==> src/rtl/bsg_fma_mul_round.sv <==
// Normalize-and-round stage after the FMA significand multiplier.
// S1 normalizes the raw product, S2 rounds to nearest-even, range-checks and packs.
module bsg_fma_mul_round #(
    parameter int unsigned exp_p = 8,
    parameter int unsigned sig_p = 23
) (
    input  logic                     clk_i,
    input  logic                     reset_i,
    input  logic                     v_i,
    output logic                     ready_o,
    input  logic                     sign_i,
    input  logic [exp_p+1:0]         exp_sum_i,
    input  logic [2*sig_p+1:0]       sig_prod_i,
    input  logic [1:0]               class_i,
    output logic                     v_o,
    input  logic                     yumi_i,
    output logic [exp_p+sig_p:0]     z_o,
    output logic                     overflow_o,
    output logic                     underflow_o,
    output logic                     inexact_o
);
    localparam int unsigned W  = 2 * sig_p + 2;
    localparam int unsigned EW = exp_p + 3;
    localparam logic signed [EW-1:0] EMAX = EW'((1 << exp_p) - 1);

    localparam logic [1:0] CLS_ZERO = 2'd1;
    localparam logic [1:0] CLS_INF  = 2'd2;
    localparam logic [1:0] CLS_NAN  = 2'd3;

    logic s1_adv, s2_adv, accept;

    // S1 state: the hidden bit is always 1 for a product in [1,4), so only the fraction is kept
    logic                  s1_v, s1_sign, s1_guard, s1_sticky;
    logic [1:0]            s1_class;
    logic signed [EW-1:0]  s1_e;
    logic [sig_p-1:0]      s1_frac;

    logic                  s2_v, s2_ovf, s2_unf, s2_inx;
    logic [exp_p+sig_p:0]  s2_z;

    logic signed [EW-1:0]  ext_e, n_e, e_r;
    logic [sig_p-1:0]      n_frac, frac_r;
    logic                  n_guard, n_sticky, up, carry;
    logic [exp_p+sig_p:0]  z_d;
    logic                  ovf_d, unf_d, inx_d;

    assign s2_adv  = ~s2_v | yumi_i;
    assign s1_adv  = ~s1_v | s2_adv;
    assign ready_o = s1_adv;
    assign accept  = v_i & ready_o;

    always_comb begin
        ext_e = {exp_sum_i[exp_p+1], exp_sum_i};
        n_e   = ext_e + EW'(sig_prod_i[W-1]);
        if (sig_prod_i[W-1]) begin
            n_frac   = sig_prod_i[W-2 -: sig_p];
            n_guard  = sig_prod_i[W-sig_p-2];
            n_sticky = |sig_prod_i[W-sig_p-3:0];
        end else begin
            n_frac   = sig_prod_i[W-3 -: sig_p];
            n_guard  = sig_prod_i[W-sig_p-3];
            n_sticky = |sig_prod_i[W-sig_p-4:0];
        end
    end

    always_comb begin
        up     = s1_guard & (s1_sticky | s1_frac[0]);
        frac_r = s1_frac + sig_p'(up);
        // Rounding an all-ones fraction up wraps it to zero and bumps the exponent (m = 2.0 -> 1.0)
        carry  = up & (&s1_frac);
        e_r    = s1_e + EW'(carry);
        z_d    = '0;
        ovf_d  = 1'b0;
        unf_d  = 1'b0;
        inx_d  = 1'b0;
        unique case (s1_class)
            CLS_ZERO: z_d = {s1_sign, {(exp_p + sig_p){1'b0}}};
            CLS_INF:  z_d = {s1_sign, {exp_p{1'b1}}, {sig_p{1'b0}}};
            CLS_NAN:  z_d = {1'b0, {exp_p{1'b1}}, 1'b1, {(sig_p - 1){1'b0}}};
            default: begin
                inx_d = s1_guard | s1_sticky;
                if (e_r >= EMAX) begin
                    z_d   = {s1_sign, {exp_p{1'b1}}, {sig_p{1'b0}}};
                    ovf_d = 1'b1;
                    inx_d = 1'b1;
                end else if (e_r[EW-1] || e_r == '0) begin
                    z_d   = {s1_sign, {(exp_p + sig_p){1'b0}}};
                    unf_d = 1'b1;
                    inx_d = 1'b1;
                end else begin
                    z_d = {s1_sign, e_r[exp_p-1:0], frac_r};
                end
            end
        endcase
    end

    always_ff @(posedge clk_i or posedge reset_i) begin
        if (reset_i) begin
            s1_v      <= 1'b0;
            s1_sign   <= 1'b0;
            s1_guard  <= 1'b0;
            s1_sticky <= 1'b0;
            s1_class  <= '0;
            s1_e      <= '0;
            s1_frac   <= '0;
            s2_v      <= 1'b0;
            s2_z      <= '0;
            s2_ovf    <= 1'b0;
            s2_unf    <= 1'b0;
            s2_inx    <= 1'b0;
        end else begin
            if (s1_adv) s1_v <= accept;
            if (accept) begin
                s1_sign   <= sign_i;
                s1_class  <= class_i;
                s1_e      <= n_e;
                s1_frac   <= n_frac;
                s1_guard  <= n_guard;
                s1_sticky <= n_sticky;
            end
            if (s2_adv) begin
                s2_v <= s1_v;
                if (s1_v) begin
                    s2_z   <= z_d;
                    s2_ovf <= ovf_d;
                    s2_unf <= unf_d;
                    s2_inx <= inx_d;
                end
            end
        end
    end

    assign v_o         = s2_v;
    assign z_o         = s2_z;
    assign overflow_o  = s2_ovf;
    assign underflow_o = s2_unf;
    assign inexact_o   = s2_inx;
endmodule
==> config.mk <==
export PLATFORM = sky130hd
export DESIGN_NAME = bsg_fma_mul_round
export DESIGN_NICKNAME = d
export VERILOG_FILES = /design/src/rtl/bsg_fma_mul_round.sv
export SDC_FILE = /design/constraint.sdc
export NUM_CORES = 1
export LEC_CHECK = 0
export CAP_MARGIN = 0
export CORE_ASPECT_RATIO = 1.5
export CORE_MARGIN = 2
export CORE_UTILIZATION = 45
export DETAILED_ROUTE_END_ITERATION = 8
export PLACE_DENSITY = 0.85
export SLEW_MARGIN = 20
export SYNTH_ARGS = -nofsm -noshare
export SYNTH_HDL_FRONTEND = slang
export SYNTH_SLANG_ARGS = --single-unit
==> constraint.sdc <==
create_clock -name clk_i -period 3.5 [get_ports clk_i]
set_input_delay 0.525 -clock clk_i [delete_from_list [all_inputs] [get_ports clk_i]]
set_output_delay 0.525 -clock clk_i [all_outputs]
set_load 0.05 [all_outputs]
==> flow_summary.yaml, run 1 <==
global_routing:
  grt_pass1_wl_mm: 16.1
  grt_antenna_before_repair: 0
  grt-ovfl-total: 0
  grt_max_degree: 40
  grt_pass1_vias: 3528
  track_usage: 0.216
placed_design:
  dp_hpwl_mm: 7.53
  gp_congestion: 0.915
  placed_cells: 618
  io_buffers: 101
cts:
  cts-htree-levels: 3
  ctsRootBufferMaster: "clkbuf_16"
  clock-sinks: 76
  tritoncts: "yes"
  cts_hold_buffers: 0
  clkTransAtPathRegs_ns: 0.06
  numCtsBuffers: 9
  insertion_delay_ns: 0.33
  clockBufferDepth: 2
routing:
  vias: 3411
  dr.pass1.iters: 4
  wirelength_mm: 9.99
  ant_nets: 0
  drc: 0
  first_iter_violations: 255
  wl_per_cell_um: 15.5
  viasPerCell: 5.30
cells_and_area:
  drive_above_1_share: 0.150
  nets: 599
  layout_common_cells: "clkdlybuf4s50_1 (101), nand2_1 (77), dfrtp_1 (76)"
  layout_commonest_cell: "clkdlybuf4s50_1"
  final_cells: 643
  syn2layout_area_growth_pct: 38.0
  diodes: 0
timing:
  slew_headroom: 0.467
  fin_crit_sh: 0.940
  clock.fmax_mhz: 304
  timing.hold.ws_ns: 0.469
  clock_skew_ns: 0.00558
  setup_violations: 0
  slew_viol_final: 0
  period_minus_slack_ns: 3.29
  rsz0062_at_grt: "false"
  finalHoldViolCount: 0
  tightest_slew_ns: 0.799
synthesis:
  yosys_warnings: 0
  synth_edf_count: 0
  syn-cell-area_um2: 4050
  synth.avg_cell_area_um2: 9.78
  synth_ff_type: "dfrtp_1"
  ys_seq_area_frac: 0.470
  yosys_register_bits: 76
  synth_nets: 485
  ys_top_cells_by_area: "dfrtp_1 (47%), nand2_1 (7.2%), mux2i_1 (5.9%), o21ai_0 (4.7%), o21ai_2 (4.3%)"
  synth_top_area_frac: 0.470
  synthArstFlopShare: 1.00
  syn_inst: 414
  synth_top_area_cell: "dfrtp_1"
  yosysUniqueCellTypes: 44
floorplan:
  io_pins: 102
  std_cell_rows: 42
  initial_core_util: 0.461
  die_x_um: 81.5
  core-area_um2: 8780
  die_y_um: 120
  die-area_um2: 9790
pwr:
  p_leak_nw: 2.30
  total_power_mw: 2.68
  p_per_area_nw_per_um2: 479
  ir_drop_mv: 0.339
worst_setup_path:
  cp_slowest_cell: "or4b_4"
  max_stage_delay_ns: 0.55
  endpoint_kind: "register"
  cp.arrival_ns: 3.51
  cp_common_cell: "and4_4"
  cp_top_family: "simple AND/OR/NAND/NOR gates"
  path_cells: "and3_1 -> and3_2 -> and4_4 -> nand3_1 -> nor4_2 -> ha_2 -> ha_1 -> and4_4 -> nand2_1 -> xor2_1 -> or4b_4 -> nand4_4 -> buf_12 -> o21ai_2"
  cp.buffers_inverters: 1
  crit_type: "reg -> reg"
  path_max_fanout: 8
  cp.required_ns: 3.72
  cp-start-kind: "register"
worst_hold_path:
  hold_path_class: "reg -> reg"
flow_run:
  cap_violations: 0
status:
  status: "completed"
## logic make-up after synthesis
family	share of synthesized area
compound gates	0.135
xor+xnor	0.0757
buf+inv	0.0331
fa+ha+maj	0.0185
flops	0.470
mux	0.0732
simple gates	0.195
## worst reg2reg max path, stage by stage (launching register included)
cell     delay [ns]
dfrtp_1        0.37
and3_1         0.20
and3_2         0.23
and4_4         0.25
nand3_1        0.09
nor4_2         0.16
ha_2           0.24
ha_1           0.17
and4_4         0.26
nand2_1        0.08
xor2_1         0.17
or4b_4         0.55
nand4_4        0.19
buf_12         0.15
o21ai_2        0.06
## power by group
group          internal [mW]  total, mW  switching (mW)
clock network          0.548      0.894           0.346
logic                  0.290      0.679           0.389
registers              0.989       1.10           0.114
total                   1.83       2.68           0.848
## final timing paths
kind / startpoint / end / slack, ns / cells past startpoint
max: s1_frac[14] / z_o[6] / 0.21 / 14
min: z_o[31] / z_o[31] / 0.47 / 2
max reg2reg: s1_frac[14] / z_o[6] / 0.21 / 14
min reg2reg: z_o[31] / z_o[31] / 0.47 / 2
max in group asynchronous: reset_i / s1_e[4] / 2.17 / 3
min in group asynchronous: reset_i / z_o[5] / 0.67 / 2
## state kept, by name (all words and copies together) (netlist names)
register and cells:
v_o 1, s1_guard 1, underflow_o 1, s1_sign 1
inexact_o 1, z_o 32, s1_frac 23, s1_v 1
overflow_o 1, s1_e 11, s1_class 2, s1_sticky 1
## routing by layer
layer | share of wire | track usage | routed length [um]
met1 | 0.36 | 0.231 | 3620
met2 | 0.59 | 0.410 | 5910
met4 | 0.013 | 0.0710 | 127
met5 | 0 | 0 | 0
met3 | 0.033 | 0.0418 | 329
## cell usage after synthesis (2+ instances only)
master and count:
nor3_1 5, o21ai_0 38, ha_1 6, and3_1 3, clkbuf_1 16, o21ai_2 20, nand2_1 78, nand4_1 13
o21a_1 2, nand2b_1 4, or2_2 4, mux2_2 5, mux2i_1 24, nand2_2 2, nor4_1 6, xnor2_1 16
a21oi_1 8, inv_1 6, nand3_1 14, o22a_1 8, xor2_1 19, and2_1 2, nor2_1 18, dfrtp_1 76
buf_12 2
## cell type report
class,instances,area [um2]
Sequential cell,76,1900
Timing Repair Buffer,121,1200
Clock buffer,11,233
Multi-Input combinational cell,314,2040
Clock inverter,5,52.6
Fill cell,711,3190
Tap cell,110,138
Inverter,6,22.5
## metrics by stage
step | util | setup WS (ns) | instance area, um2 | TNS [ns]
detailed placement | 0.594 | -0.0228 | 5220 | -0.215
global route | 0.637 | 0.0134 | 5590 | 0
global placement | 0.594 | 0.0665 | 5220 | 0
finish | 0.637 | 0.211 | 5590 | 0
CTS | 0.630 | 0.0185 | 5530 | 0
floorplan | - | 0.257 | 4050 | 0
## repair_timing
item	CTS	global route
setup buffers	3	5
pin swaps	1	3
setup endpoints to repair	16	31
resized for setup	2	3
cloned	0	1
(Power assumes the default switching activity.)
==> run 2, diff against run 1 <==
--- a/config.mk
+++ b/config.mk
@@ -8,7 +8,7 @@
 export CAP_MARGIN = 0
 export CORE_ASPECT_RATIO = 1.5
 export CORE_MARGIN = 2
-export CORE_UTILIZATION = 45
+export CORE_UTILIZATION = 53
 export DETAILED_ROUTE_END_ITERATION = 8
 export PLACE_DENSITY = 0.85
 export SLEW_MARGIN = 20
==> constraint.sdc (replaced) <==
create_clock -name clk_i -period 3.8 [get_ports clk_i]
set_input_delay 0.57 -clock clk_i [delete_from_list [all_inputs] [get_ports clk_i]]
set_output_delay 0.57 -clock clk_i [all_outputs]
set_load 0.05 [all_outputs]
==> run 2 against run 1 <==
Against the previous run:
- utilization is 9.1 points higher
- final area is 2.2% lower
- first-iteration DRC count decreased by 0.78%
- die area decreased by 14%
- sequential cell count unchanged
- critical path type unchanged
- largest power group unchanged
==> flow_summary.yaml, run 2 (synthesized netlist as in run 1, its figures left out) <==
timing:
  tightest_slew_ns: 0.633
  tns_ns: 0
  fin_ws_ns: 0.147
  period_minus_slack_ns: 3.65
  setup_violations: 0
  finalHoldViolCount: 0
  clock_skew_ns: 0.00797
  fin_crit_sh: 0.961
  clock.fmax_mhz: 274
  slew_headroom: 0.578
  slew_viol_final: 0
  rsz0062_at_grt: "false"
worst_setup_path:
  cp.required_ns: 4.00
  cp-start-kind: "register"
  rrSetupSlack_ns: 0.15
  cp.arrival_ns: 3.86
  path_max_fanout: 10
  cp_slowest_cell: "or4b_4"
  path_cells: "and3_1 -> and3_1 -> and4_1 -> nand3_1 -> nor4_2 -> ha_1 -> ha_2 -> and4_4 -> nand2_1 -> xor2_1 -> or4b_4 -> nand4_4 -> buf_12 -> o21ai_0"
  cp_common_cell: "and3_1"
  max_stage_delay_ns: 0.52
  crit_type: "reg -> reg"
  endpoint_kind: "register"
cells_and_area:
  fin_area_um2: 5470
  syn2layout_area_growth_pct: 35.0
  layout_common_cells: "clkdlybuf4s50_1 (101), nand2_1 (77), dfrtp_1 (76)"
  layout_commonest_cell: "clkdlybuf4s50_1"
  drive_above_1_share: 0.124
  largest_reg_flops: 32
  diodes: 0
  fillers: 589
  nets: 584
placed_design:
  place_ws_ns: 0.0859
  gp_congestion: 0.879
  dp_hpwl_mm: 7.17
  dpl-instance-area_um2: 5130
  io_buffers: 101
pwr:
  ir_drop_mv: 0.385
  p_per_area_nw_per_um2: 450
  p_leak_nw: 2.24
global_routing:
  grt_max_degree: 74
  grt_antenna_before_repair: 0
  grt-ovfl-total: 0
  track_usage: 0.249
  grt_pass1_vias: 3465
  grt_pass1_wl_mm: 16.0
cts:
  cts_hold_buffers: 0
  tritoncts: "yes"
  clockBufferDepth: 2
  clkTransAtPathRegs_ns: 0.06
  ctsRootBufferMaster: "clkbuf_16"
  clock-sinks: 76
  cts-htree-levels: 3
  insertion_delay_ns: 0.33
  numCtsBuffers: 9
floorplan:
  std_cell_rows: 39
  die_y_um: 111
  io_pins: 102
  die_x_um: 75.4
  die-area_um2: 8370
  initial_core_util: 0.539
  core-area_um2: 7510
routing:
  drc: 0
  first_iter_violations: 253
  ant_nets: 0
  wl_per_cell_um: 15.5
  wirelength_mm: 9.59
  viasPerCell: 5.44
  dr.pass1.iters: 4
  vias: 3366
worst_hold_path:
  hold_path_class: "reg -> reg"
status:
  status: "completed"
flow_run:
  cap_violations: 0
==> run 2: cell types whose count changed in the layout (fill, tap and decap cells not counted), sizes merged <==
cell / before / now
nand4: 15 / 14
buf: 20 / 6
clkinvlp: 1 / 0
==> run 2: repair_timing <==
item	in CTS	in global routing
pin swaps	1	0
hold endpoints to repair	0	0
gates resized for setup	0	3
setup endpoints to repair	5	25
buffers inserted	1	0
==> run 2: worst max-delay path, delay by kind of cell (launching register included) <==
family,cells,cell delay (ns)
and+or+nand+nor,9,2.17
DFF,1,0.42
adders and majority gates,2,0.51
xor gates and xnor gates,1,0.18
AOI/OAI and AO/OA,1,0.09
buffers and inverters,1,0.16
==> run 2: layer usage <==
layer / track usage / up-vias / share of wire
met5: 0 / - / 0
met4: 0.106 / 0 / 0.037
met3: 0.0491 / 31 / 0.034
met2: 0.446 / 102 / 0.57
met1: 0.271 / 1581 / 0.36
li1: - / 1652 / -
==> run 2: layout make-up <==
class                   count  area (um2)  share of cell area
multi-input cells         313        2030               0.372
clock inverters             4        48.8             0.00893
inverters                   6        22.5             0.00412
clock buffers              11         253              0.0462
well taps                 102         128              0.0233
repair buffers            107        1080               0.198
flip-flops and latches     76        1900               0.348
==> run 2: worst paths after layout <==
check / startpoint / end / cells after the start
max in group asynchronous: reset_i / s1_e[8] / 3
min: z_o[31] / z_o[31] / 2
max reg2reg: s1_frac[12] / z_o[13] / 14
max: s1_frac[12] / z_o[13] / 14
min reg2reg: z_o[31] / z_o[31] / 2
min in group asynchronous: reset_i / z_o[6] / 2
==> run 2: power by group <==
part | internal [mW] | switching (mW)
Sequential | 0.911 | 0.108
Clock | 0.539 | 0.304
Combinational | 0.252 | 0.348
==> run 2: stage by stage <==
| stage | utilization | hold slack [ns] | power (mW) | instances |
|---|---|---|---|---|
| detailed placement | 0.682 | 0.455 | 1.63 | 603 |
| global route | 0.727 | 0.501 | 2.57 | 619 |
| finish | 0.727 | 0.465 | 2.46 | 619 |
| global placement | 0.682 | 0.456 | 1.61 | 603 |
| floorplan | - | 0.461 | 1.39 | 414 |
| CTS | 0.725 | 0.467 | 2.47 | 619 |
